$ cat src/rtl/stopwatch_ctrl.sv
// stopwatch_ctrl: BCD stopwatch with run/pause/lap/overflow control FSM
module stopwatch_ctrl #(
  parameter int TICK_DIV = 32,
  parameter int DIGITS = 8
) (
  input  logic        clk,
  input  logic        rst,
  input  logic        start_stop,
  input  logic        lap,
  input  logic        clear,
  output logic [31:0] Data,
  output logic [2:0]  state,
  output logic        running,
  output logic        ovf
);
  localparam logic [2:0] IDLE = 3'd0;
  localparam logic [2:0] RUN = 3'd1;
  localparam logic [2:0] PAUSE = 3'd2;
  localparam logic [2:0] LAP = 3'd3;
  localparam logic [2:0] OVF = 3'd4;
  localparam int PW = TICK_DIV > 1 ? $clog2(TICK_DIV) : 1;
  logic [PW-1:0] pre, pre_n;
  logic [31:0] count, count_n, inc, lap_reg;
  logic [2:0] state_n;
  logic act, tick, all9, cl, ss, lp;
  assign act = state == RUN || state == LAP;
  assign tick = act && pre == PW'(TICK_DIV - 1);
  assign cl = clear;
  assign ss = !clear && start_stop;
  assign lp = !clear && !start_stop && lap;
  assign running = act;
  assign ovf = state == OVF;
  assign Data = state == LAP ? lap_reg : count;
  // BCD increment across the active digits; all9 means the increment would overflow
  always_comb begin
    inc = '0;
    all9 = 1'b1;
    for (int i = 0; i < 8; i++) begin
      if (i < DIGITS) begin
        inc[4*i+:4] = all9 ? (count[4*i+:4] == 4'd9 ? 4'd0 : count[4*i+:4] + 4'd1) : count[4*i+:4];
        all9 = all9 & (count[4*i+:4] == 4'd9);
      end
    end
  end
  // next-state, count and prescaler; a saturating tick forces OVF over any command
  always_comb begin
    state_n = IDLE;
    case (state)
      IDLE: state_n = ss ? RUN : IDLE;
      RUN: state_n = ss ? PAUSE : lp ? LAP : RUN;
      LAP: state_n = ss ? PAUSE : lp ? RUN : LAP;
      PAUSE: state_n = cl ? IDLE : ss ? RUN : PAUSE;
      OVF: state_n = cl ? IDLE : OVF;
      default: state_n = IDLE;
    endcase
    if (tick && all9) state_n = OVF;
    count_n = state_n == IDLE ? '0 : (tick && !all9) ? inc : count;
    pre_n = state_n == IDLE ? '0 : tick ? '0 : act ? pre + 1'b1 : pre;
  end
  // state registers with synchronous reset overriding everything
  always_ff @(posedge clk) begin
    if (rst) begin
      state <= IDLE;
      count <= '0;
      lap_reg <= '0;
      pre <= '0;
    end else begin
      state <= state_n;
      count <= count_n;
      pre <= pre_n;
      if (state == RUN && lp) lap_reg <= count;
    end
  end
endmodule

$ cat config.mk
export PLATFORM = sky130hd
export DESIGN_NAME = stopwatch_ctrl
export DESIGN_NICKNAME = d
export VERILOG_FILES = /design/src/rtl/stopwatch_ctrl.sv
export SDC_FILE = /design/constraint.sdc
export NUM_CORES = 1
export LEC_CHECK = 0
export ABC_AREA = 1
export CAP_MARGIN = 20
export CELL_PAD_IN_SITES_DETAIL_PLACEMENT = 1
export CELL_PAD_IN_SITES_GLOBAL_PLACEMENT = 1
export CORE_MARGIN = 5
export CORE_UTILIZATION = 43
export CTS_CLUSTER_SIZE = 24
export DETAILED_ROUTE_END_ITERATION = 6
export GPL_TIMING_DRIVEN = 0
export PLACE_DENSITY = 0.85
export SETUP_SLACK_MARGIN = 0.15
export SLEW_MARGIN = 40
export SYNTH_ARGS = -nofsm -noshare
export SYNTH_HDL_FRONTEND = slang
export SYNTH_SLANG_ARGS = --single-unit
$ cat constraint.sdc
create_clock -name clk -period 2.98 [get_ports clk]
set_input_delay 0.298 -clock clk [delete_from_list [all_inputs] [get_ports clk]]
set_output_delay 0.298 -clock clk [all_outputs]
set_load 0.05 [all_outputs]
; Word-level counts from Yosys, hierarchy flattened
; Index checks and enable logic that the tools add are counted.
[classes]
addsub = 9
eq_ne = 13
n_mux = 19
n_bitwise = 7
n_reduce_logical = 22
[ops]
columns = operator, count
row1 = $add A4 B1 Y4 const B, 8
row2 = $eq A4 B4 Y1 const B, 8
row3 = $mux W32, 1
row4 = $mux W4, 8
row5 = $pmux W3 S5, 1
row6 = $reduce_and A2 Y1, 7
row7 = $mux W2, 6
row8 = $and A1 B1 Y1, 7
row9 = $logic_and A1 B1 Y1, 7
row10 = $eq A3 B2 Y1 const B, 2
row11 = $logic_not A3 Y1, 2
row12 = $mux W3, 2
row13 = $add A5 B1 Y5 const B, 1
row14 = $eq A5 B5 Y1 const B, 1
row15 = $eq A3 B1 Y1 const B, 1
row16 = $eq A3 B3 Y1 const B, 1
row17 = $logic_not A1 Y1, 3
row18 = $reduce_or A3 Y1, 1
row19 = $reduce_or A2 Y1, 1
row20 = $logic_or A1 B1 Y1, 1
row21 = $mux W1, 1
[totals]
regBits = 72
in_bits = 5
out_inout_bits = 37
wordCells = 81

; Depth between registers and ports, before layout
; Gate-level depths: netlist (run 1).
[logic_depth]
ltp_word = 12
mapped_depth = 13
ltp_nobuf = 12

; Worst setup path before layout (run 1)
; Ideal clock, no wire load.
[synth_timing]
path_type = reg-to-reg
startpoint = reg state[2]
endpoint = reg count[23]
setup_ps = 64
t_arrival_ps = 2649
required_time_ps = 2916
path_slack_ps = 266
path_stages_with_launch = 8
synth_period_minus_slack_ps = 2714
cell_sequence = dfxtp_1 > inv_1 > nor3_1 > nand2_1 > nand4_1 > nand2_2 > buf_6 > nor2_1
[synth_lines]
columns = element, line_no
row1 = "start, declared", 12  ; output logic [2:0] state,
row2 = "start signal, assigned", 68  ; state <= state_n;
row3 = $eq A3 B3 Y1, n/a
row4 = via ovf, 14  ; output logic ovf
row5 = $pmux W3 S5, 48  ; case (state)
row6 = $mux W3, 56  ; if (tick && all9) state_n = OVF;
row7 = $logic_not A3 Y1, 57  ; count_n = state_n == IDLE ? '0 : (tick && !all9) ? inc : count;
row8 = $reduce_or A2 Y1 (no source line), n/a
row9 = "end signal, assigned", 69  ; count <= count_n;
row10 = "end, declared", 23  ; logic [31:0] count, count_n, inc, lap_reg;
; The timed path passes the listed nets, and every way through them passes these cells.
; A chain may end at the register's enable or synchronous reset.

; Worst setup path after layout (run 1)
[layout_timing]
startpoint = reg state[1]
endpoint = out Data[15]
[layout_via]
elab_chain_len = 2
[layout_lines]
columns = element, line_no
row1 = $eq A3 B2 Y1, 33  ; assign Data = state == LAP ? lap_reg : count;
row2 = $mux W32, 33
row3 = "end, declared", 11  ; output logic [31:0] Data,
; Every way passes these cells.

==> summary.md, run 1 <==
| Metric | Value |
|---|---|
| Status | `finished clean` |
| Critical path, cell by cell | `inv_1, nor3_4, buf_4, mux2_2, clkdlybuf4s50_1` |
| Initial DRC count | `107` |
| Post-synthesis sequential area ratio | `between 30% and 40%` |
| Max Slew Vio Count | `0` |
| Synth Warn # | `0` |
| TritonCTS buffer count | `9` |
| RR Endpoint | `count[27]` |
| Placed cells | `slightly above 700` |
| Post-route DRC | `0` |
| Vias in the first global route | `slightly above 4k` |
| Largest net degree at the start of global routing | `13` |
| Via count | `between 3k and 4k` |
| Tcrit/Tclk final | `between 90% and 100%` |
| CP max FO | `5` |
| Layout cells sized above 1 | `between 10 and 15%` |
| GP Congestion | `just over 0.8` |
| Critical Path AT | `2.40 ns` |
| CTS root buf | `clkbuf_8` |
| Die area | `10900 µm²` |
| Worst reg2reg setup slack | `between 0.8 and 0.9 ns` |
| Uppermost layer routed | `met4` |
| # setup viols final | `0` |
| Synthesized cell area | `between 3000 and 4000 µm²` |
| Final Hold Viols | `0` |
| Ys flop type | `dfxtp_1` |
| Num ports | `42` |
| First-pass GRT wire length | `19300 µm` |
| Post-synth EDFFs | `0` |
| Nets | `~620` |
| Final Util | `a little over half` |
| Worst-margin pin slew | `0.619 ns` |
| DIE HEIGHT | `104 µm` |
| Critical Path Sink | `Data[15]` |
| Initial Utilization | `approximately 44%` |
| Post-Layout Cell Count | `between 700 and 800` |
| Core area | `8680 µm²` |
| Reg2reg start | `pre[0]` |
| Synth top area cells | `dfxtp_1, nand2_1, o21ai_0` |
| Port bufs | `between 40 and 50` |
| Seq cells post-synth | `slightly above 70` |
| Initial antenna violation count | `0` |
| # rows | `34` |
| P_leak | `1.88 nW` |
| Die width | `104 µm` |
| Synthesized area per cell | `approximately 6.8 µm²` |
| VDD IR-drop max | `approximately 270 µV` |
| Synthesized instance count | `560` |
| Top-count cell post-synth | `nand2_1` |
| CP Launch Type | `register` |
| Top cells by count, synth | `nand2_1, o21ai_0, dfxtp_1, inv_1, nor2_1` |
| Routed WL | `between 10000 and 15000 µm` |
| Slowest stage delay, CP | `about 0.7 ns` |
| Post-DP HPWL | `around 8000 µm` |
| H-tree levels | `3` |
| Gr ovfl total | `0` |
| Critical path class | `register to primary output` |
| Layout Skew | `between 0.01 and 0.015 ns` |
| Worst-path clk slew | `approximately 0.080 ns` |
| Fmax | `approximately 370 MHz` |
| Hold Path Class | `register to register` |
| Total GRT Usage | `20.9%` |
| Setup crit start | `state[1]` |
| Detail Route met3 WL | `347 µm` |
| Top-area cell type share of the netlist area | `a little under two fifths` |
| DR vias/cell | `between 5 and 6` |
| Cell taking the most area after synthesis | `dfxtp_1` |
| RSZ-0062 raised after global routing | `no` |
| Worst EP required | `between 2 and 3 ns` |
| Met2 Wirelength | `~5900 µm` |
| Slew headroom | `around three fifths` |
| Routed wire per std cell | `about 15 µm` |
| Synth-to-Final Area Change | `20.2%` |
| R2r worst-path depth | `12` |
| CTS Buffer Depth | `2` |
| WL met1 | `around 4700 µm` |
| DRT Pass-1 Iters | `5` |
| Power Dens Cells | `roughly 420 nW/µm²` |
| CTS Hold Bufs | `0` |
| Worst setup EP type | `primary output` |
| Max-Cap Viols | `0` |
| CTS tree | `yes` |
| Setup TNS | `0 ns` |
| Tmin final | `roughly 2.7 ns` |
| Slowest-stage cell, CP | `clkdlybuf4s50_1` |
| Unique masters post-synth | `32` |
| Ys async rst share | `0%` |
| CTS sink count | `72` |
| # diodes | `0` |
| Post-route antenna net violation count | `0` |
| Skew-Pair Late Insertion Delay | `0.34 ns` |
| Syn_nets | `567` |
cell families after synthesis:
group	Yosys count	share of synthesized area, %
buffers and inverters	101	10.8
AO/OA/AOI/OAI	122	16.4
AND/OR/NAND/NOR	244	29.9
multiplexers	3	0.819
XOR/XNOR	16	3.67
flip-flops	72	37.7
adder cells (fa/ha/maj)	2	0.655
report_power, final:
part	total, mW	leakage, nW	switching (mW)	internal, mW
Clock	0.844	0.104	0.371	0.473
Sequential	0.978	0.581	0.00640	0.972
Combinational	0.0925	1.19	0.0631	0.0294
worst max-delay path, delay by kind of cell (launching register included):
family                 cells  cell delay (ns)
muxes                      1             0.35
buffers and inverters      3             1.03
DFF                        1             0.41
and+or+nand+nor            1             0.28
layout make-up:
class	count	area, µm²
fill	1166	4090
multi-input combinational	387	1970
sequential	72	1440
timing repair buffer	44	417
inverter	78	293
tap	108	135
clock buffer	11	131
buffer	23	124
clock inverter	5	81.3
how the worst min path moves through the flow:
stage	from	to	slack (ns)	depth (start not counted)
after floorplan	rst	state[2]	0.37	1
after global placement	lap_reg[15]	lap_reg[15]	0.46	2
after detailed placement	lap_reg[15]	lap_reg[15]	0.48	2
after CTS	lap_reg[15]	lap_reg[15]	0.49	2
after global routing	lap_reg[15]	lap_reg[15]	0.55	2
final	lap_reg[15]	lap_reg[15]	0.50	2
layer usage:
layer	vias up	global-route usage, %
met1	1840	24.4
met3	12	4.10
met4	0	5.00
met2	59	38.9
met5	-	0
li1	1908	-
per-stage QoR:
step	power (mW)	area (µm²)	worst slack [ns]	hold WS, ns
after floorplan	1.06	3820	0.266	0.367
after global placement	1.09	4360	0.100	0.459
after detailed placement	1.09	4360	-0.00845	0.481
after CTS	1.93	4570	0.0672	0.495
after global routing	1.99	4590	0.155	0.550
final	1.91	4590	0.280	0.496
layout by cell type (no fill, tap or decap), types with 2 or more instances in the layout:
master	synthesis	final
nand2_1	119	119
o21ai_0	83	83
inv_1	72	72
dfxtp_1	72	72
nor2_1	52	52
a21oi_1	36	36
nand4_1	21	21
dlygate4sd2_1	0	19
nor2_2	16	16
xor2_1	15	15
nand3_1	15	15
clkbuf_1	13	13
clkdlybuf4s50_1	0	10
clkbuf_8	0	9
clkdlybuf4s15_2	0	6
clkdlybuf4s15_1	0	6
nor2_4	4	4
nor3_1	4	4
inv_2	4	4
buf_6	4	4
nand3_2	4	4
buf_2	4	4
buf_4	0	3
clkbuf_2	0	2
nand2_2	2	2
mux2i_1	2	2
clkinv_1	2	2
buf_1	2	2
nor3b_1	2	2
ha_1	2	2
bufinv_16	0	2
what timing repair did:
item                                    in CTS  in global routing
pin swaps                                    0                  1
buffers inserted                             0                  3
gates cloned                                 0                  0
endpoints found under the setup margin      32                 30
hold endpoints to repair                     0                  0
resized for setup                           57                  2
Power figures use the tool's default switching activity.
==> run 2, diff against run 1 <==
--- a/config.mk
+++ b/config.mk
@@ -6,7 +6,7 @@
 export NUM_CORES = 1
 export LEC_CHECK = 0
 export ABC_AREA = 1
-export CAP_MARGIN = 20
+export CAP_MARGIN = 25
 export CELL_PAD_IN_SITES_DETAIL_PLACEMENT = 1
 export CELL_PAD_IN_SITES_GLOBAL_PLACEMENT = 1
 export CORE_MARGIN = 5
==> constraint.sdc (replaced) <==
create_clock -name clk -period 3.3 [get_ports clk]
set_input_delay 0.33 -clock clk [delete_from_list [all_inputs] [get_ports clk]]
set_output_delay 0.33 -clock clk [all_outputs]
set_load 0.05 [all_outputs]
==> summary.md, run 2 (synthesis gave the netlist of run 1 again) <==
| Metric | Value |
|---|---|
| TritonCTS buffer count | `9` |
| Hold Crit Endpoint | `lap_reg[15]` |
| Worst EP required | `between 2 and 3 ns` |
| Skew-Pair Late Insertion Delay | `between 0.3 and 0.4 ns` |
| Power Dens Cells | `roughly 380 nW/µm²` |
| DRT Pass-1 Iters | `4` |
| Worst setup EP type | `primary output` |
| Filler cells | `1164` |
| Hold Path Class | `register to register` |
| Most common cell after layout, fill and taps aside | `nand2_1` |
| CTS tree | `yes` |
| Critical Path AT | `2.53 ns` |
| Place WS | `about 0.28 ns` |
| CTS Buffer Depth | `2` |
| Reg2reg start | `pre[0]` |
| Core area | `a little under 9000 µm²` |
| First-pass GRT wire length | `19300 µm` |
| Die area | `about 11000 µm²` |
| Via count | `approximately 3.8k` |
| Layout cells sized above 1 | `around a tenth` |
| # setup viols final | `0` |
| # rows | `34` |
| # diodes | `0` |
| Max Slew Vio Count | `0` |
| Setup TNS | `0 ns` |
| HP Start | `lap_reg[15]` |
| Nets | `around 620` |
| CTS sink count | `72` |
| CTS Hold Bufs | `0` |
| Layout Skew | `around 0.011 ns` |
| DIE HEIGHT | `~100 µm` |
| Worst-path clk slew | `approximately 0.080 ns` |
| R2r worst-path depth | `12` |
| GP Congestion | `~0.83` |
| RR Endpoint | `count[27]` |
| P_leak | `slightly below 2 nW` |
| Most frequent cells in the layout | `nand2_1, o21ai_0, inv_1, dfxtp_1, nor2_1` |
| Worst-margin pin slew | `0.622 ns` |
| Total GRT Usage | `between 20% and 30%` |
| Routed wire per std cell | `between 15 and 20 µm` |
| Slew headroom | `58.5%` |
| CTS root buf | `clkbuf_8` |
| RSZ-0062 raised after global routing | `no` |
| VDD IR-drop max | `between 200 and 250 µV` |
| Status | `finished clean` |
| DR vias/cell | `5.24` |
| Gr ovfl total | `0` |
| Fmax | `between 300 and 400 MHz` |
| Worst reg2reg setup slack | `1.16 ns` |
| CP Launch Type | `register` |
| CP max FO | `10` |
| Initial DRC count | `about 110` |
| Final Util | `a little over half` |
| Max-Cap Viols | `0` |
| Final worst slack | `approximately 0.44 ns` |
| H-tree levels | `3` |
| Post-route DRC | `0` |
| Die width | `104 µm` |
| Final Hold Viols | `0` |
| Initial antenna violation count | `0` |
| Critical path class | `register to primary output` |
| Cell depth of the worst hold path | `2` |
| Port bufs | `between 40 and 50` |
| Tmin final | `roughly 2.9 ns` |
| Largest net degree at the start of global routing | `13` |
| Num ports | `between 40 and 50` |
| Post-DP HPWL | `about 8000 µm` |
| Tcrit/Tclk final | `a little under 90%` |
| Vias in the first global route | `4152` |
| Initial Utilization | `approximately 44%` |
| Routed WL | `11100 µm` |
| Post-route antenna net violation count | `0` |
| Synth-to-Final Area Change | `20.2%` |
run 2: critical path, cell delays in order, from the launching register on:
cell and delay, ns:
dfxtp_1 0.42, inv_1 0.12, nor3_4 0.21, buf_12 0.15, buf_1 0.36, o21ai_0 0.19, clkdlybuf4s50_1 0.74
run 2: cell type report:
type	instances	area, µm²	share of cell area [%]
buffer	23	121	2.64
clock buffer	11	131	2.86
clock inverter	5	81.3	1.77
inverter	78	293	6.38
multi-input combinational	387	1970	42.9
sequential	72	1440	31.4
tap	108	135	2.94
timing repair buffer	44	417	9.08
run 2: how the worst max path moves through the flow:
stage | to | depth (start not counted) | slack [ns] | start
6_report | Data[0] | 6 | 0.44 | state[1]
5_1_grt | Data[31] | 6 | 0.30 | state[1]
4_1_cts | Data[1] | 6 | 0.16 | state[0]
3_5_place_dp | Data[20] | 6 | 0.28 | state[0]
3_3_place_gp | Data[17] | 6 | 0.39 | state[0]
2_1_floorplan | count[23] | 7 | 0.59 | state[2]
run 2: routing by layer:
metal | part of all wire (%) | wire (µm) | track usage (%) | vias up
met2 | 52 | 5850 | 38.8 | 60
met4 | 1.4 | 158 | 5.00 | 0
met5 | 0 | 0 | 0 | -
li1 | - | - | - | 1910
met3 | 3.2 | 353 | 4.10 | 15
met1 | 43 | 4780 | 24.4 | 1832
run 2: timing repair:
item,in CTS,in global routing
pin swaps,0,1
setup endpoints to repair,31,4
resized for setup,28,3
buffers inserted,0,3
run 2: report_power, final:
part / switching [mW] / internal, mW
Clock: 0.339 / 0.427
Combinational: 0.0574 / 0.0267
Sequential: 0.00582 / 0.878
run 2: through the flow:
step	cell area (µm²)	total power, mW	instances	hold WS, ns
3_3_place_gp	4360	0.984	709	0.459
2_1_floorplan	3820	0.957	560	0.399
3_5_place_dp	4360	0.986	709	0.481
6_report	4590	1.73	728	0.496
4_1_cts	4550	1.75	725	0.495
5_1_grt	4590	1.80	728	0.550
==> variant 1 (config.mk and constraints of run 2) <==
Register the inputs `start_stop`, `lap` and `clear` before use. The logic sees them one clock later.
--- a/src/rtl/stopwatch_ctrl.sv
+++ b/src/rtl/stopwatch_ctrl.sv
@@ -19,15 +19,26 @@
   localparam logic [2:0] LAP = 3'd3;
   localparam logic [2:0] OVF = 3'd4;
   localparam int PW = TICK_DIV > 1 ? $clog2(TICK_DIV) : 1;
+
+  logic start_stop_q;
+  logic lap_q;
+  logic clear_q;
+
+  always_ff @(posedge clk) begin
+    start_stop_q <= start_stop;
+    lap_q        <= lap;
+    clear_q      <= clear;
+  end
+
   logic [PW-1:0] pre, pre_n;
   logic [31:0] count, count_n, inc, lap_reg;
   logic [2:0] state_n;
   logic act, tick, all9, cl, ss, lp;
   assign act = state == RUN || state == LAP;
   assign tick = act && pre == PW'(TICK_DIV - 1);
-  assign cl = clear;
-  assign ss = !clear && start_stop;
-  assign lp = !clear && !start_stop && lap;
+  assign cl = clear_q;
+  assign ss = !clear_q && start_stop_q;
+  assign lp = !clear_q && !start_stop_q && lap_q;
   assign running = act;
   assign ovf = state == OVF;
   assign Data = state == LAP ? lap_reg : count;
Function: changed (Yosys sat finds a counterexample within 4 cycles, from zero or initial values and one cycle with rst high).
==> variant 1 against run 2 <==
Area after synthesis up 1.7%. Via count up 1.2%. First-iteration DRC count up 10%. Design area up 3.2%. Critical path depth down 1. Clock power up 17%. Sequential cell count up 3. Wire length up 4.2%. Power up 9.7%. Setup slack worse by 0.072 ns. Critical endpoint unchanged.
==> variant 1: results (changes against run 2) <==
metric,value,unit,change
Hold/Removal Path Class,in -> reg,,was reg -> reg
GRT Resource Usage Total,21.4,%,was 20.9%
"Top FF cell, synth",dfxtp_1,,unchanged
setup TNS,0,ns,unchanged
post-placement cell area,4430,sq um,was 4360 sq um
filler instances,1148,,was 1164
largest net degree at the start of global routing,14,,was 13
Critical Path Max Stage Delay,0.72,ns,was 0.74 ns
largest cells by area after synthesis,"dfxtp_1 39%, nand2_1 12%, o21ai_0 11%",,"was dfxtp_1 38%, nand2_1 12%, o21ai_0 11%"
dpl ws,0.257,ns,was 0.280 ns
via count,3862,,was 3817
Resized cells post-CTS,10,,was 28
"Seq/Total Area, Yosys",38.7,%,was 37.7%
Nets,622,,unchanged
Synth top cells by count,"119 x nand2_1, 83 x o21ai_0, 75 x dfxtp_1, 71 x inv_1, 57 x nor2_1",,"was 119 x nand2_1, 83 x o21ai_0, 72 x dfxtp_1, 72 x inv_1, 52 x nor2_1"
hold_ws,0.408,ns,was 0.496 ns
worst endpoint data arrival time,2.61,ns,was 2.53 ns
relative slew slack,60.5,%,was 58.5%
Post-Route WL,11600,um,was 11100 um
Adder-Cell Fraction of Synth Area,0.644,%,was 0.655%
mux contribution to synthesized area,0.805,%,was 0.819%
global placer's final weighted congestion,0.854,,was 0.828
switching power of the nets,0.434,mW,was 0.402 mW
Placed Cells,712,,was 709
Clock power frac,47.0,%,was 44.2%
XOR/XNOR share of the synthesized area,3.61,%,was 3.67%
hpwl dp,8030,um,was 8050 um
met2 Use GR,39.1,%,was 38.8%
first-pass GRT wire length,19500,um,was 19300 um
Seq pwr share,48.5,%,was 51.0%
GRT met3 Usage,4.07,%,was 4.10%
global routing usage on met1,24.6,%,was 24.4%
outcome,finished clean,,unchanged
Power Dens Cells,401,nW/um^2,was 378 nW/um^2
DR vias/cell,5.30,,was 5.24
"Design Area, Final",4740,sq um,was 4590 sq um
drt initial violations,118,,was 107
r2r setup slk,1.05,ns,was 1.16 ns
vias in the first global route,4093,,was 4152
==> variant 1: final timing paths <==
check	start	endpoint	cells after the start
setup reg to reg	pre[0]$_SDFFE_PP0P_	count[27]$_SDFFE_PP0P_	11
hold / removal	start_stop	start_stop_q$_DFF_P_	1
setup / recovery	state[1]$_SDFF_PP0_	Data[0]	5
hold reg to reg	lap_reg[15]$_SDFFE_PP0P_	lap_reg[15]$_SDFFE_PP0P_	2
==> variant 1: worst max-delay path, delay by kind of cell, from the launching register on <==
family,cells,cell delay [ns]
flip-flops,1,0.42
AO/OA/AOI/OAI,1,0.17
AND/OR/NAND/NOR,1,0.46
buffers and inverters,3,1.19
==> variant 1: area by class of cell <==
type	instances	share of cell area (%)
clock buffer	10	2.91
tap	108	2.85
sequential	75	31.7
buffer	23	2.64
timing repair buffer	41	9.64
clock inverter	6	2.38
inverter	78	6.18
multi-input combinational	387	41.7
==> variant 1: metal layers <==
layer	wire length [um]	share of wire, %
met5	0	0
met4	245	2.1
met3	300	2.6
met2	6040	52
met1	5010	43
==> variant 2 (config.mk and constraints of run 2) <==
Made on the original files. Set the parameter `TICK_DIV` to 64 (it was 32).
--- a/src/rtl/stopwatch_ctrl.sv
+++ b/src/rtl/stopwatch_ctrl.sv
@@ -1,6 +1,6 @@
 // stopwatch_ctrl: BCD stopwatch with run/pause/lap/overflow control FSM
 module stopwatch_ctrl #(
-  parameter int TICK_DIV = 32,
+  parameter int TICK_DIV = 64,
   parameter int DIGITS = 8
 ) (
   input  logic        clk,
Check against the original RTL: no difference found for any inputs over 10 cycles, from zero or initial values and one cycle with rst high; that may be too few to reach the edited logic, so the function may still have changed.
==> variant 2 against run 2 <==
Sequential share of layout area rose by 0.24 points. Power rose by 4.8%. Setup slack got worse by 0.11 ns. Synthesized cell count rose by 2.7%. Area after synthesis rose by 0.46%. Non-clock buffer count fell by 2. Register-to-register slack got worse by 0.05 ns. Design area rose by 0.63%. Wire length rose by 4.7%. Sequential cell count rose by 1. Highest routed layer unchanged.
==> variant 2: results (changes against run 2) <==
metric,value,unit,change
outcome,finished clean,,unchanged
first-pass GRT wire length,20300,um,was 19300 um
DR vias/cell,5.34,,was 5.24
Critical Path Max Stage Delay,0.85,ns,was 0.74 ns
routed wl met2,5820,um,was 5850 um
DR top layer,met4,,unchanged
Resized cells post-CTS,0,,was 28
drt initial violations,131,,was 107
Nets,633,,was 622
clock insertion delay at the later pin of the skew report,0.36,ns,was 0.34 ns
Static Leak,2.22,nW,was 1.94 nW
largest cells by area after synthesis,"dfxtp_1 38%, nand2_1 11%, a21oi_1 8.1%",,"was dfxtp_1 38%, nand2_1 12%, o21ai_0 11%"
GRT Resource Usage Total,22.2,%,was 20.9%
met1 wire length,5100,um,was 4780 um
fraction of registers with async set/reset,0,%,unchanged
filler instances,1168,,was 1164
Clock Path Buffers,2,,unchanged
Synthesized Nets,581,,was 567
vias in the first global route,4238,,was 4152
GRT met3 Usage,3.66,%,was 4.10%
Tcrit/Tclk final,90.0,%,was 86.8%
dpl ws,0.702,ns,was 0.280 ns
hold_ws,0.520,ns,was 0.496 ns
global placer's final weighted congestion,0.844,,was 0.828
synthesized flop and latch total,73,,was 72
hpwl dp,8560,um,was 8050 um
Clock Skew,0.0106,ns,was 0.0107 ns
met2 Use GR,37.4,%,was 38.8%
cell family with most CP delay,buffers and inverters,,unchanged
Placed Cells,724,,was 709
global routing usage on met1,28.1,%,was 24.4%
complex-gate fraction of the synthesized area,15.3,%,was 16.4%
Synth top cells by count,"114 x nand2_1, 82 x inv_1, 73 x dfxtp_1, 65 x nor2_1, 62 x a21oi_1",,"was 119 x nand2_1, 83 x o21ai_0, 72 x dfxtp_1, 72 x inv_1, 52 x nor2_1"
share of cells above drive strength 1,7.91,%,was 9.84%
metal3 WL,554,um,was 353 um
Final Max Slew Viols,0,,unchanged
"Top FF cell, synth",dfxtp_1,,unchanged
Post-Route WL,11700,um,was 11100 um
XOR/XNOR share of the synthesized area,3.20,%,was 3.67%
post-placement cell area,4380,sq um,was 4360 sq um
mux contribution to synthesized area,0.848,%,was 0.819%
Adder-Cell Fraction of Synth Area,0.326,%,was 0.655%
worst endpoint data arrival time,2.64,ns,was 2.53 ns
Max IR drop VDD,0.000222,V,was 0.000244 V
cells on worst reg2reg path,11,,was 12
Yosys cell types,33,,was 32
"Seq/Total Area, Yosys",38.1,%,was 37.7%
cell count after synthesis,575,,was 560
WL per Instance,15.8,um,was 15.3 um
r2r setup slk,1.11,ns,was 1.16 ns
CP max-delay cell,clkdlybuf4s50_1,,unchanged
P&R area growth vs syn,20.4,%,was 20.2%
Slew @ Worst Pin,0.578,ns,was 0.622 ns
[variant 2: cell types whose count changed after synthesis, sizes merged, moves of 3 or more]
cell and delta:
o21ai -31, xor2 -4, a21oi +26, clkbuf +3
nand3 +7, nand4 +4, inv +12
[variant 2: path summary, 6_finish.rpt]
check	from	endpoint
setup / recovery	state[2]$_SDFF_PP0_	Data[31]
hold / removal	lap_reg[23]$_SDFFE_PP0P_	lap_reg[23]$_SDFFE_PP0P_
setup reg to reg	state[1]$_SDFF_PP0_	count[14]$_SDFFE_PP0P_
hold reg to reg	lap_reg[23]$_SDFFE_PP0P_	lap_reg[23]$_SDFFE_PP0P_
[variant 2: report_power, final]
group	internal, mW	switching, mW
clock network	0.465	0.353
registers	0.890	0.00632
logic	0.0337	0.0690
total	1.39	0.429
[variant 2: layout make-up]
type,instances,share of cell area [%]
inverters,89,7.23
repair buffers,41,8.89
clock inverters,5,1.68
clock buffers,11,3.28
well taps,108,2.93
plain buffers,24,2.68
multi-input cells,389,41.7
flip-flops and latches,73,31.6
